===== config.mk =====
export PLATFORM = sky130hd
export DESIGN_NAME = control_unit
export DESIGN_NICKNAME = d
export VERILOG_FILES = /design/src/rtl/control_unit.sv
export SDC_FILE = /design/constraint.sdc
export NUM_CORES = 1
export LEC_CHECK = 0
export CAP_MARGIN = 20
export CORE_MARGIN = 1.5
export CORE_UTILIZATION = 35
export DETAILED_ROUTE_END_ITERATION = 8
export HOLD_SLACK_MARGIN = 0.05
export PLACE_DENSITY = 0.81
export SYNTH_ARGS = -nofsm -noshare
export SYNTH_HDL_FRONTEND = slang
export SYNTH_SLANG_ARGS = --single-unit

===== constraint.sdc =====
create_clock -name Clock -period 2 [get_ports Clock]
set_input_delay 0.4 -clock Clock [delete_from_list [all_inputs] [get_ports Clock]]
set_output_delay 0.4 -clock Clock [all_outputs]
set_load 0.05 [all_outputs]

===== src/rtl/control_unit.sv =====
// Hardwired Moore sequencer: fetch in T0-T2, per-opcode execute steps in T3-T7.
// Define MULDIV_EN to enable the mul/div execute sequences (otherwise they decode as nop).
module control_unit #(
  parameter logic [3:0] ALU_ADD = 4'd3,
  parameter logic [3:0] ALU_AND = 4'd10,
  parameter logic [3:0] ALU_OR  = 4'd11,
  parameter logic [3:0] ALU_MUL = 4'd15,
  parameter logic [3:0] ALU_DIV = 4'd0
) (
  input  logic        Clock,
  input  logic        Clear,
  input  logic [31:0] IR,
  input  logic        CON,
  input  logic        Stop,
  output logic        Run,
  output logic [3:0]  CONTROL,
  output logic        PCout,
  output logic        MARin,
  output logic        IncPC,
  output logic        Zlowin,
  output logic        Zhighin,
  output logic        Zlowout,
  output logic        Zhighout,
  output logic        PCin,
  output logic        Read,
  output logic        MDRin,
  output logic        MDRout,
  output logic        IRin,
  output logic        Yin,
  output logic        Gra,
  output logic        Grb,
  output logic        Grc,
  output logic        Rin,
  output logic        Rout,
  output logic        BAout,
  output logic        COut,
  output logic        con_in,
  output logic        highin,
  output logic        lowin,
  output logic        HIout,
  output logic        LOout,
  output logic        inPortOut,
  output logic        outPortIn,
  output logic        ram_enable
);

  localparam int B_PCOUT = 0,  B_MARIN = 1,  B_INCPC = 2,   B_ZLOWIN = 3,  B_ZHIGHIN = 4;
  localparam int B_ZLOWOUT = 5, B_ZHIGHOUT = 6, B_PCIN = 7, B_READ = 8,   B_MDRIN = 9;
  localparam int B_MDROUT = 10, B_IRIN = 11,  B_YIN = 12,   B_GRA = 13,    B_GRB = 14;
  localparam int B_GRC = 15,   B_RIN = 16,    B_ROUT = 17,  B_BAOUT = 18,  B_COUT = 19;
  localparam int B_CONIN = 20, B_HIGHIN = 21, B_LOWIN = 22, B_HIOUT = 23,  B_LOOUT = 24;
  localparam int B_INPORT = 25, B_OUTPORT = 26, B_RAMEN = 27;

  typedef enum logic [3:0] {
    S_RESET, S_T0, S_T1, S_T2, S_T3, S_T4, S_T5, S_T6, S_T7, S_HALT
  } state_t;

  state_t      state_q, state_d;
  logic [27:0] strobe;
  logic [4:0]  opcode;
  logic        ir_unused;
  logic        is_alu, is_imm, is_ldi, is_ld, is_st, is_br, is_jr, is_in, is_out;
  logic        is_mfhi, is_mflo, is_halt, is_md, is_short, has_exec;

  assign opcode    = IR[31:27];
  assign ir_unused = ^IR[26:0];

  always_comb begin
    is_alu   = opcode inside {5'b00011, 5'b00100, 5'b00101, 5'b00111, 5'b01010, 5'b01011};
    is_imm   = opcode inside {5'b01100, 5'b01101, 5'b01110};
    is_ldi   = (opcode == 5'b00001);
    is_ld    = (opcode == 5'b00000);
    is_st    = (opcode == 5'b00010);
    is_br    = (opcode == 5'b10011);
    is_jr    = (opcode == 5'b10100);
    is_in    = (opcode == 5'b10110);
    is_out   = (opcode == 5'b10111);
    is_mfhi  = (opcode == 5'b11000);
    is_mflo  = (opcode == 5'b11001);
    is_halt  = (opcode == 5'b11011);
`ifdef MULDIV_EN
    is_md    = (opcode == 5'b01111) || (opcode == 5'b10000);
`else
    is_md    = 1'b0;
`endif
    is_short = is_jr || is_in || is_out || is_mfhi || is_mflo;
    has_exec = is_alu || is_imm || is_ldi || is_ld || is_st || is_br || is_short ||
               is_halt || is_md;
  end

`ifndef MULDIV_EN
  // mul/div codes are only meaningful when the multiply/divide sequence exists
  localparam logic [3:0] md_codes_unused = ALU_MUL ^ ALU_DIV;
`endif

  always_ff @(posedge Clock) begin
    if (Clear) state_q <= S_RESET;
    else       state_q <= state_d;
  end

  always_comb begin
    state_d = state_q;
    case (state_q)
      S_RESET: state_d = S_T0;
      S_T0:    state_d = Stop ? S_HALT : S_T1;
      S_T1:    state_d = S_T2;
      S_T2:    state_d = has_exec ? S_T3 : S_T0;
      S_T3:    state_d = is_halt ? S_HALT : (is_short ? S_T0 : S_T4);
      S_T4:    state_d = S_T5;
      S_T5:    state_d = (is_alu || is_imm || is_ldi) ? S_T0 : S_T6;
      S_T6:    state_d = (is_br || is_md) ? S_T0 : S_T7;
      S_T7:    state_d = S_T0;
      S_HALT:  state_d = S_HALT;
      default: state_d = S_RESET;
    endcase
  end

  always_comb begin
    strobe  = '0;
    CONTROL = ALU_ADD;
    Run     = 1'b1;
    case (state_q)
      S_RESET: begin
        Run     = 1'b0;
        CONTROL = 4'd0;
      end
      S_HALT: Run = 1'b0;
      S_T0: begin
        strobe[B_PCOUT] = 1'b1; strobe[B_MARIN] = 1'b1;
        strobe[B_INCPC] = 1'b1; strobe[B_ZLOWIN] = 1'b1;
      end
      S_T1: begin
        strobe[B_ZLOWOUT] = 1'b1; strobe[B_PCIN] = 1'b1;
        strobe[B_READ] = 1'b1;    strobe[B_MDRIN] = 1'b1;
      end
      S_T2: begin
        strobe[B_MDROUT] = 1'b1; strobe[B_IRIN] = 1'b1;
      end
      S_T3: begin
        if (is_alu || is_imm) begin
          strobe[B_GRB] = 1'b1; strobe[B_ROUT] = 1'b1; strobe[B_YIN] = 1'b1;
        end
        if (is_ldi || is_ld || is_st) begin
          strobe[B_GRB] = 1'b1; strobe[B_BAOUT] = 1'b1; strobe[B_YIN] = 1'b1;
        end
        if (is_md) begin
          strobe[B_GRA] = 1'b1; strobe[B_ROUT] = 1'b1; strobe[B_YIN] = 1'b1;
        end
        if (is_br) begin
          strobe[B_GRA] = 1'b1; strobe[B_ROUT] = 1'b1; strobe[B_CONIN] = 1'b1;
        end
        if (is_jr) begin
          strobe[B_GRA] = 1'b1; strobe[B_ROUT] = 1'b1; strobe[B_PCIN] = 1'b1;
        end
        if (is_in) begin
          strobe[B_INPORT] = 1'b1; strobe[B_GRA] = 1'b1; strobe[B_RIN] = 1'b1;
        end
        if (is_out) begin
          strobe[B_GRA] = 1'b1; strobe[B_ROUT] = 1'b1; strobe[B_OUTPORT] = 1'b1;
        end
        if (is_mfhi) begin
          strobe[B_HIOUT] = 1'b1; strobe[B_GRA] = 1'b1; strobe[B_RIN] = 1'b1;
        end
        if (is_mflo) begin
          strobe[B_LOOUT] = 1'b1; strobe[B_GRA] = 1'b1; strobe[B_RIN] = 1'b1;
        end
      end
      S_T4: begin
        if (is_alu) begin
          strobe[B_GRC] = 1'b1; strobe[B_ROUT] = 1'b1; strobe[B_ZLOWIN] = 1'b1;
          CONTROL = opcode[3:0];
        end
        if (is_imm || is_ldi || is_ld || is_st) begin
          strobe[B_COUT] = 1'b1; strobe[B_ZLOWIN] = 1'b1;
        end
        if (is_imm) CONTROL = (opcode == 5'b01100) ? ALU_ADD :
                              (opcode == 5'b01101) ? ALU_AND : ALU_OR;
        if (is_br) begin
          strobe[B_PCOUT] = 1'b1; strobe[B_YIN] = 1'b1;
        end
        if (is_md) begin
          strobe[B_GRB] = 1'b1;    strobe[B_ROUT] = 1'b1;
          strobe[B_ZLOWIN] = 1'b1; strobe[B_ZHIGHIN] = 1'b1;
          CONTROL = (opcode == 5'b01111) ? ALU_MUL : ALU_DIV;
        end
      end
      S_T5: begin
        if (is_alu || is_imm || is_ldi) begin
          strobe[B_ZLOWOUT] = 1'b1; strobe[B_GRA] = 1'b1; strobe[B_RIN] = 1'b1;
        end
        if (is_ld || is_st) begin
          strobe[B_ZLOWOUT] = 1'b1; strobe[B_MARIN] = 1'b1;
        end
        if (is_br) begin
          strobe[B_COUT] = 1'b1; strobe[B_ZLOWIN] = 1'b1;
        end
        if (is_md) begin
          strobe[B_ZLOWOUT] = 1'b1; strobe[B_LOWIN] = 1'b1;
        end
      end
      S_T6: begin
        if (is_ld) begin
          strobe[B_READ] = 1'b1; strobe[B_MDRIN] = 1'b1;
        end
        if (is_st) begin
          strobe[B_GRA] = 1'b1; strobe[B_ROUT] = 1'b1; strobe[B_MDRIN] = 1'b1;
        end
        // branch target is committed only when the condition flag is set
        if (is_br) begin
          strobe[B_ZLOWOUT] = 1'b1; strobe[B_PCIN] = CON;
        end
        if (is_md) begin
          strobe[B_ZHIGHOUT] = 1'b1; strobe[B_HIGHIN] = 1'b1;
        end
      end
      S_T7: begin
        if (is_ld) begin
          strobe[B_MDROUT] = 1'b1; strobe[B_GRA] = 1'b1; strobe[B_RIN] = 1'b1;
        end
        if (is_st) strobe[B_RAMEN] = 1'b1;
      end
      default: begin
        Run     = 1'b0;
        CONTROL = 4'd0;
      end
    endcase
  end

  assign {ram_enable, outPortIn, inPortOut, LOout, HIout, lowin, highin, con_in, COut, BAout,
          Rout, Rin, Grc, Grb, Gra, Yin, IRin, MDRout, MDRin, Read, PCin, Zhighout, Zlowout,
          Zhighin, Zlowin, IncPC, MARin, PCout} = strobe;

endmodule


Yosys cells after proc, flatten, opt, wreduce, memory -nomap -nowiden
Index checks and enable logic that the tools add are counted.
{"block": "op_classes", "n_reduce_logical": 24, "muxes": 63, "n_eq_ne": 27}
{"op": "2-to-1 mux 1 bit", "count": 38}
{"op": "case mux 4 bit (9 select lines)", "count": 1}
{"op": "equality test 5 bit, second input constant", "count": 7}
{"op": "2-to-1 mux 4 bit", "count": 7}
{"op": "equality test 5 x 4 -> 1 bit, second input constant", "count": 5}
{"op": "logical OR 1 bit", "count": 17}
{"op": "equality test 4 x 3 -> 1 bit, second input constant", "count": 4}
{"op": "OR reduction 8 bit", "count": 2}
{"op": "equality test 5 x 3 -> 1 bit, second input constant", "count": 3}
{"op": "case mux 1 bit (3 select lines)", "count": 5}
{"op": "equality test 5 x 2 -> 1 bit, second input constant", "count": 2}
{"op": "case mux 1 bit (2 select lines)", "count": 5}
{"op": "2-to-1 mux 3 bit", "count": 3}
{"op": "equality test 4 x 2 -> 1 bit, second input constant", "count": 2}
{"op": "equality test 4 bit, second input constant", "count": 2}
{"op": "case mux 4 bit (2 select lines)", "count": 1}
{"op": "nonzero test 6 bit", "count": 1}
{"op": "equality test 5 x 1 -> 1 bit, second input constant", "count": 1}
{"op": "logical NOT 5 bit", "count": 1}
{"op": "equality test 4 x 1 -> 1 bit, second input constant", "count": 1}
{"op": "logical NOT 4 bit", "count": 1}
{"op": "case mux 1 bit (4 select lines)", "count": 1}
{"op": "case mux 2 bit (2 select lines)", "count": 1}
{"op": "nonzero test 3 bit", "count": 1}
{"op": "2 further kinds", "count": 2}
{"block": "word_totals", "input_bits": 36, "output_inout_bits": 33, "regBits": 4, "word_cells": 115}

Longest topological paths before layout
{"block": "depth", "word_depth": 11, "depth_mapped": 6, "depth_no_buf": 5}

Least setup slack after synthesis
Ideal clock, no wire load.
{"block": "synth_path", "path_type": "register to output", "from": "register state_q[0]", "to": "output port PCin", "n_path_buf": 1, "t_required_ns": 1.600, "slack_ns": -0.762, "path_stages_with_launch": 6, "arrival_ns": 2.362, "cell_sequence": "dfxtp_1 > buf_4 > nor4b_2 > and2_1 > nand3_1 > o32ai_1"}
{"block": "synth_via", "elab_chain_len": 2, "elab_cells_between_ends": 4, "cone_classes": "eq/ne (3); mux (1)"}
{"element": "from (decl)", "line_no": "58", "text": "state_t state_q, state_d;"}
{"element": "from (signal assigned)", "line_no": "98", "text": "else state_q <= state_d;"}
{"element": "equality test 4 x 3 -> 1 bit / equality test 4 x 2 -> 1 bit (equally long branches)", "line_no": "122", "text": "case (state_q)"}
{"element": "case mux 1 bit (3 select lines) (*)", "line_no": "122"}
{"element": "to (decl)", "line_no": "24", "text": "output logic PCin,"}
Every way passes the cells marked *; elsewhere a longest branch is shown, timed or not.

Final worst setup path
{"block": "layout_path", "from": "register state_q[3]", "to": "output port CONTROL[2]"}
{"block": "layout_via", "elab_chain_len": 3, "elab_cells_between_ends": 11, "cone_classes": "eq/ne (9); mux (1); reduce/logical (1)"}
{"element": "equality test 4 bit (tied with other cells)", "line_no": "122"}
{"element": "OR reduction 8 bit (no line)"}
{"element": "case mux 4 bit (2 select lines) (*)", "line_no": "122"}
{"element": "to (decl)", "line_no": "16", "text": "output logic [3:0] CONTROL,"}
Marked as above.

==> out/results.txt <==
Clock Sinks = 4
H-tree levels = 1
Residual overflow from global routing = 0
Met1 global-route usage = 35.2%
Critical path data arrival time = 1.90 ns
Worst hold slack across all endpoints = 0.661 ns
Power Internal = 0.000459 W
Number of flip-flops under the largest register name = 4
Fin area = 0.00253 mm^2
Failing checks = negative setup slack
Post-route DRC = 0
Clk_lat worst skew = 0.26 ns
Largest net degree at the start of global routing = 13
Number of ports placed on the die boundary = 69
Data required time of the critical path = 1.60 ns
Instance count of the mapped netlist = 154
Total power consumption of the routed design = 0.000894 W
Proportion of synthesized area in mux cells = 0%
HPWL Detailed = 3160 um
Unrepaired setup endpoints after global routing = true
Vias after detailed routing = 1777
Xor and xnor area share after synthesis = 3.58%
Violation count after the first detailed-route iteration = 157
Synthesized-area fraction occupied by adder cells = 0%
Number of cells on the worst hold path = 2
Cell area after synthesis = 980 um^2
Fin Clk Skew = 0.0189 ns
Fillers = 85
Register containing the most flip-flops in the final layout = state_q
Global-route wire length before repair = 7570 um
Site row count = 19
Final nets = 280
Proportion of synthesized chip area in sequential cells = 8.17%
Max-slew violation count = 0
Synthesis warning total = 0
Clock Root Buffer = sky130_fd_sc_hd__clkbuf_4
Starting Density = 36.1%
CTS tree = done
Switching power of the nets = 0.000436 W
Number of global-route vias before repair = 1541
Largest registers ranked by flip-flop count = state_q (4)
Die extent in y = 55.9 um
Post-Synthesis Mean Instance Area = 6.36 um^2
Die X = 55.9 um
F_max = 0.435 GHz
Run status = finished, violations left
Async SR Flop Fraction = 0%
Cell Area, Placed = 0.00203 mm^2
Number of enable flip-flop cells after synthesis = 0
Worst hold path class = register to register
Worst path max stage delay = 0.39 ns
Commonest cells in the netlist = 15 x sky130_fd_sc_hd__nor2_1, 12 x sky130_fd_sc_hd__nand3_1, 9 x sky130_fd_sc_hd__nand2_1, 9 x sky130_fd_sc_hd__o21ai_0
Leading area contributor after synthesis = sky130_fd_sc_hd__dfxtp_1
Kind of start point of the critical path = register
Maximum ir drop on the vdd rail = 0.579 mV
Final GP Congestion = 0.923
Routed wire length per instance = 23.1 um
Largest family of logic cells by synthesized area = simple AND/OR/NAND/NOR gates
Synthesis-stage register bit count = 4
Yosys cell types = 53
Min Clock Period, post-route = 2.30 ns
Number of input and output port buffers inserted = 37
Met3 demand-to-capacity share in global routing = 8.14%
Sum Neg Setup Slack = -2.89 ns
TritonCTS buffer count = 3
Complex-gate fraction of the synthesized area = 27.2%
Layout area overhead = 158%
Fin crit share = 115%
Global-route usage over all layers = 30.4%
Most frequently used cell type in the post-synthesis netlist = sky130_fd_sc_hd__nor2_1
Routed WL = 6320 um
Top_reg_cell synth = sky130_fd_sc_hd__dfxtp_1
Share of final-layout standard cells stronger than drive strength 1 = 64.9%
Count of endpoints failing setup in the final report = 25
Library cell contributing the largest single delay on the critical path = sky130_fd_sc_hd__a2111o_1
GR Layer Usage met2 = 54.8%
Max clock buf depth = 2
Cell types with the largest area share after synthesis = sky130_fd_sc_hd__dfxtp_1 8.2%, sky130_fd_sc_hd__nand3_1 6.1%, sky130_fd_sc_hd__nor2_1 5.7%
Cell-by-cell trace of the critical path = nand4bb_4 -> or2_1 -> a2111o_1 -> inv_4 -> and3_4 -> buf_12
Number of routed nets with antenna violations = 0
Antenna diode count = 0
Top Usage Layer GRT = met2
Vias per Instance = 6.51
Post-CTS clock slew at the launch and capture registers of the worst setup and hold paths = 0.05 ns
CORE AREA = 0.00271 mm^2
Sw frac = 48.7%
Clock share of power = 12.7%
Setup Crit Path Kind = register to output port
Number of iterations in the first detailed-routing pass = 7
Portion of synthesized cell area occupied by the leading cell type = 8.17%
Total power divided by cell area = 353 mW/mm^2
Worst setup margin = -0.300 ns
Share of power burned in combinational logic = 76.5%
Leakage power figure = 1.03 nW
Basic-gate share of the synthesized area counting and, or, nand and nor cells = 47.3%
Die footprint = 0.00313 mm^2
Number of antenna violations at the first check in global routing = 0
Reg power frac = 10.8%
Critical path peak fanout = 3
Final hold violations = 0
Depth of the worst register-to-register path = 5
Nature of the critical path endpoint = output port
Max_cap viols = 0
[through the flow]
stage / util (%) / setup slack (ns) / std cells
detailed placement: 74.9 / -0.593 / 256
CTS: 82.1 / -0.212 / 262
finish: 93.4 / -0.300 / 273
global route: 93.4 / -0.325 / 273
global placement: 74.9 / -0.499 / 256
floorplan: - / -0.149 / 157
[cell families after synthesis]
| family | count (synthesis) |
|---|---|
| AO/OA/AOI/OAI | 39 |
| flip-flops | 4 |
| AND/OR/NAND/NOR | 81 |
| XOR/XNOR | 4 |
| buffers and inverters | 25 |
| other | 1 |
[metal layers]
layer | vias to the layer above | share of wire (%)
met5 | - | 0
met4 | 0 | 7.6
met3 | 59 | 10
met2 | 161 | 48
met1 | 827 | 34
li1 | 730 | -
[worst max-delay path: cells and delay by family, from the launching register on]
family | cells | cell delay (ns)
simple gates | 3 | 0.71
compound gates | 1 | 0.39
flops | 1 | 0.32
buf+inv | 2 | 0.21
[power by group through the flow]
stage | registers, W | logic, W | clock network (W)
floorplan | 0.0000913 | 0.000308 | 0
global placement | 0.0000936 | 0.000515 | 0
detailed placement | 0.0000941 | 0.000527 | 0
CTS | 0.0000970 | 0.000571 | 0.000103
global route | 0.0000975 | 0.000699 | 0.000122
finish | 0.0000965 | 0.000684 | 0.000114
[repair_timing]
action	CTS	global route
setup endpoints to repair	30	26
gates resized for setup	60	58
hold buffers	0	0
setup buffers	3	11
gates cloned	0	0
pin swaps	12	16
[layout make-up]
cell class              instances  area [um^2]  share of cell area, %
repair buffers                100         1190                   47.0
multi-input cells             128         1160                   45.8
flip-flops and latches          4         92.6                   3.66
well taps                      31         38.8                   1.53
inverters                       7         28.8                   1.14
clock buffers                   3         22.5                  0.890
[worst paths after layout]
kind / startpoint / endpoint / slack (ns)
min reg2reg: state_q[0] / state_q[1] / 0.66
max: state_q[3] / CONTROL[2] / -0.30
min: state_q[0] / state_q[1] / 0.66
max reg2reg: state_q[3] / state_q[2] / 0.10
[cell usage in the layout, fill, tap and decap left out, types with 5 or more instances in the layout]
cell,count
sky130_fd_sc_hd__nand3_1,6
sky130_fd_sc_hd__nand4_1,5
sky130_fd_sc_hd__nor2_1,8
sky130_fd_sc_hd__buf_4,47
sky130_fd_sc_hd__nand2b_1,6
sky130_fd_sc_hd__nand2_1,6
sky130_fd_sc_hd__buf_12,26
sky130_fd_sc_hd__buf_6,17
sky130_fd_sc_hd__nor2_4,7
Note: power is estimated with default switching activity, not from simulation.
==> patch 1 (same settings) <==
The option `MULDIV_EN` is turned on by a define.
--- a/src/rtl/control_unit.sv
+++ b/src/rtl/control_unit.sv
@@ -1,5 +1,7 @@
 // Hardwired Moore sequencer: fetch in T0-T2, per-opcode execute steps in T3-T7.
 // Define MULDIV_EN to enable the mul/div execute sequences (otherwise they decode as nop).
+`define MULDIV_EN
+
 module control_unit #(
   parameter logic [3:0] ALU_ADD = 4'd3,
   parameter logic [3:0] ALU_AND = 4'd10,
Behaviour: not the same (a bounded check fails within 10 cycles, from zero or initial values).
==> patch 1 against the original RTL <==
The flow now stops in global routing (5_1_grt); area after synthesis is 11% higher.
==> patch 1: results (changes against the original RTL) <==
pre-CTS WS=-0.759 ns (-0.166 ns); CTS root buf=clkbuf_4; Syn Nets=approximately 210; top-count cell post-synth=nor2_1; FFs w/ async S/R, synth=0 (unchanged); largest net degree at the start of global routing=18; hpwl dp=3540 microns (+12%); multiplexer share of the synthesized area=0 (unchanged); Tool Error=[ERROR DPL-0038] Utilization greater than 100%, impossible to legalize; Seq/Total Area, Yosys=0.0736 (-0.00817); Synth warnings=0 (unchanged); top post-synthesis cells by area=nor2_1 (9.7%), dfxtp_1 (7.4%), nor3_1 (6.4%); Distinct cells, synth=51 (-3.8%); post-synthesis compound-gate area fraction=0.293 (+0.0211); xor/xnor share of the synthesized area=0.0241 (-0.0116); worst_ep kind=primary output; Longest Clk Path Bufs=2 (unchanged); outcome=did not finish; GR repair worst EP=Zlowout; CTS Buf Count=3 (unchanged); adder-cell share of the synthesized area=0 (unchanged); #FFs+latches synth=4 (unchanged); most frequent cells after synthesis=nor2_1 (28), nand2_1 (17), nor3_1 (14), a21oi_1 (11), nand2b_1 (9); IO buf count=41 (+11%); H-Tree Depth=1 (unchanged); failing step=global routing (5_1_grt); ys flop type=dfxtp_1; GPL Wtd Cong=0.948 (+2.8%)
==> patch 1: kinds of logic after synthesis <==
kind of cell / count (synthesis)
compound gates: 44
xor+xnor: 3
buf+inv: 22
flops: 4
simple gates: 103
==> patch 1: through the flow <==
stage / instance area, sq um / utilization / instances / hold WS, ns
after floorplan: 1380 / - / 176 / 0.477
after global placement: 2330 / 0.775 / 278 / 0.644
after detailed placement: 2330 / 0.775 / 278 / 0.651
after CTS: 2670 / 0.890 / 293 / 0.649
==> patch 1: repair_timing <==
item                       4_1_cts
hold endpoints to repair         0
setup endpoints to repair       33
pin swaps                       19
buffers inserted                12
cloned                           0
resized for setup               81
==> patch 2 (same settings) <==
Without the edit above. Re-encode `state_t` (10 states) as Gray code, 4 bits wide.
--- a/src/rtl/control_unit.sv
+++ b/src/rtl/control_unit.sv
@@ -52,7 +52,7 @@
   localparam int B_INPORT = 25, B_OUTPORT = 26, B_RAMEN = 27;
 
   typedef enum logic [3:0] {
-    S_RESET, S_T0, S_T1, S_T2, S_T3, S_T4, S_T5, S_T6, S_T7, S_HALT
+    S_RESET = 4'b0000, S_T0 = 4'b0001, S_T1 = 4'b0011, S_T2 = 4'b0010, S_T3 = 4'b0110, S_T4 = 4'b0111, S_T5 = 4'b0101, S_T6 = 4'b0100, S_T7 = 4'b1100, S_HALT = 4'b1101
   } state_t;
 
   state_t      state_q, state_d;
Check against the original RTL: same outputs for any inputs over 10 cycles, from zero or initial values; not proved beyond that.
==> patch 2 against the original RTL <==
The run now fails in global routing (5_1_grt); area after synthesis increased by 6.4%.
==> patch 2: results (changes against the original RTL) <==
outcome=did not finish; failing step=global routing (5_1_grt); Tool Error=[ERROR DPL-0033] detailed placement checks failed during check placement.; CTS Buf Count=3 (unchanged); worst_ep kind=primary output; FFs w/ async S/R, synth=0 (unchanged); GR repair worst EP=Rin; Seq/Total Area, Yosys=0.0768 (-0.00491); most frequent cells after synthesis=nand2_1 (15), nand2b_1 (15), nor2_1 (14), a21oi_1 (11), nor3_1 (11); largest net degree at the start of global routing=19; IO buf count=37 (unchanged); ys flop type=dfxtp_1; GPL Wtd Cong=0.960 (+4.0%); Distinct cells, synth=50 (-5.7%); CTS root buf=clkbuf_4; hpwl dp=3200 microns (+1.5%); Synth warnings=0 (unchanged); H-Tree Depth=1 (unchanged); Longest Clk Path Bufs=2 (unchanged); top post-synthesis cells by area=nand2b_1 (9.0%), dfxtp_1 (7.7%), nand2_1 (5.4%); #FFs+latches synth=4 (unchanged); initial antenna violation count=0
## patch 2: what timing repair did
action / CTS
setup buffers: 19
gates cloned: 2
hold buffers: 0
pin swaps: 29
endpoints found under the setup margin: 29
gates resized for setup: 91
## patch 2: logic make-up after synthesis
group           count (synthesis)  share of synthesized area
compound gates                 42                      0.274
xor+xnor                        2                     0.0168
buf+inv                        21                      0.121
flops                           4                     0.0768
mux                             1                     0.0108
other cells                     1                    0.00360
simple gates                   92                      0.497
## patch 2: metrics by stage
step                      setup TNS, ns  cells  instance area (sq um)  setup slack [ns]  hold WS [ns]
after CTS                         -1.71    289                   2610            -0.195         0.780
after detailed placement         -11.72    267                   2140            -0.598         0.798
after global placement           -11.01    267                   2140            -0.574         0.776
after floorplan                   -1.10    166                   1190            -0.266         0.503
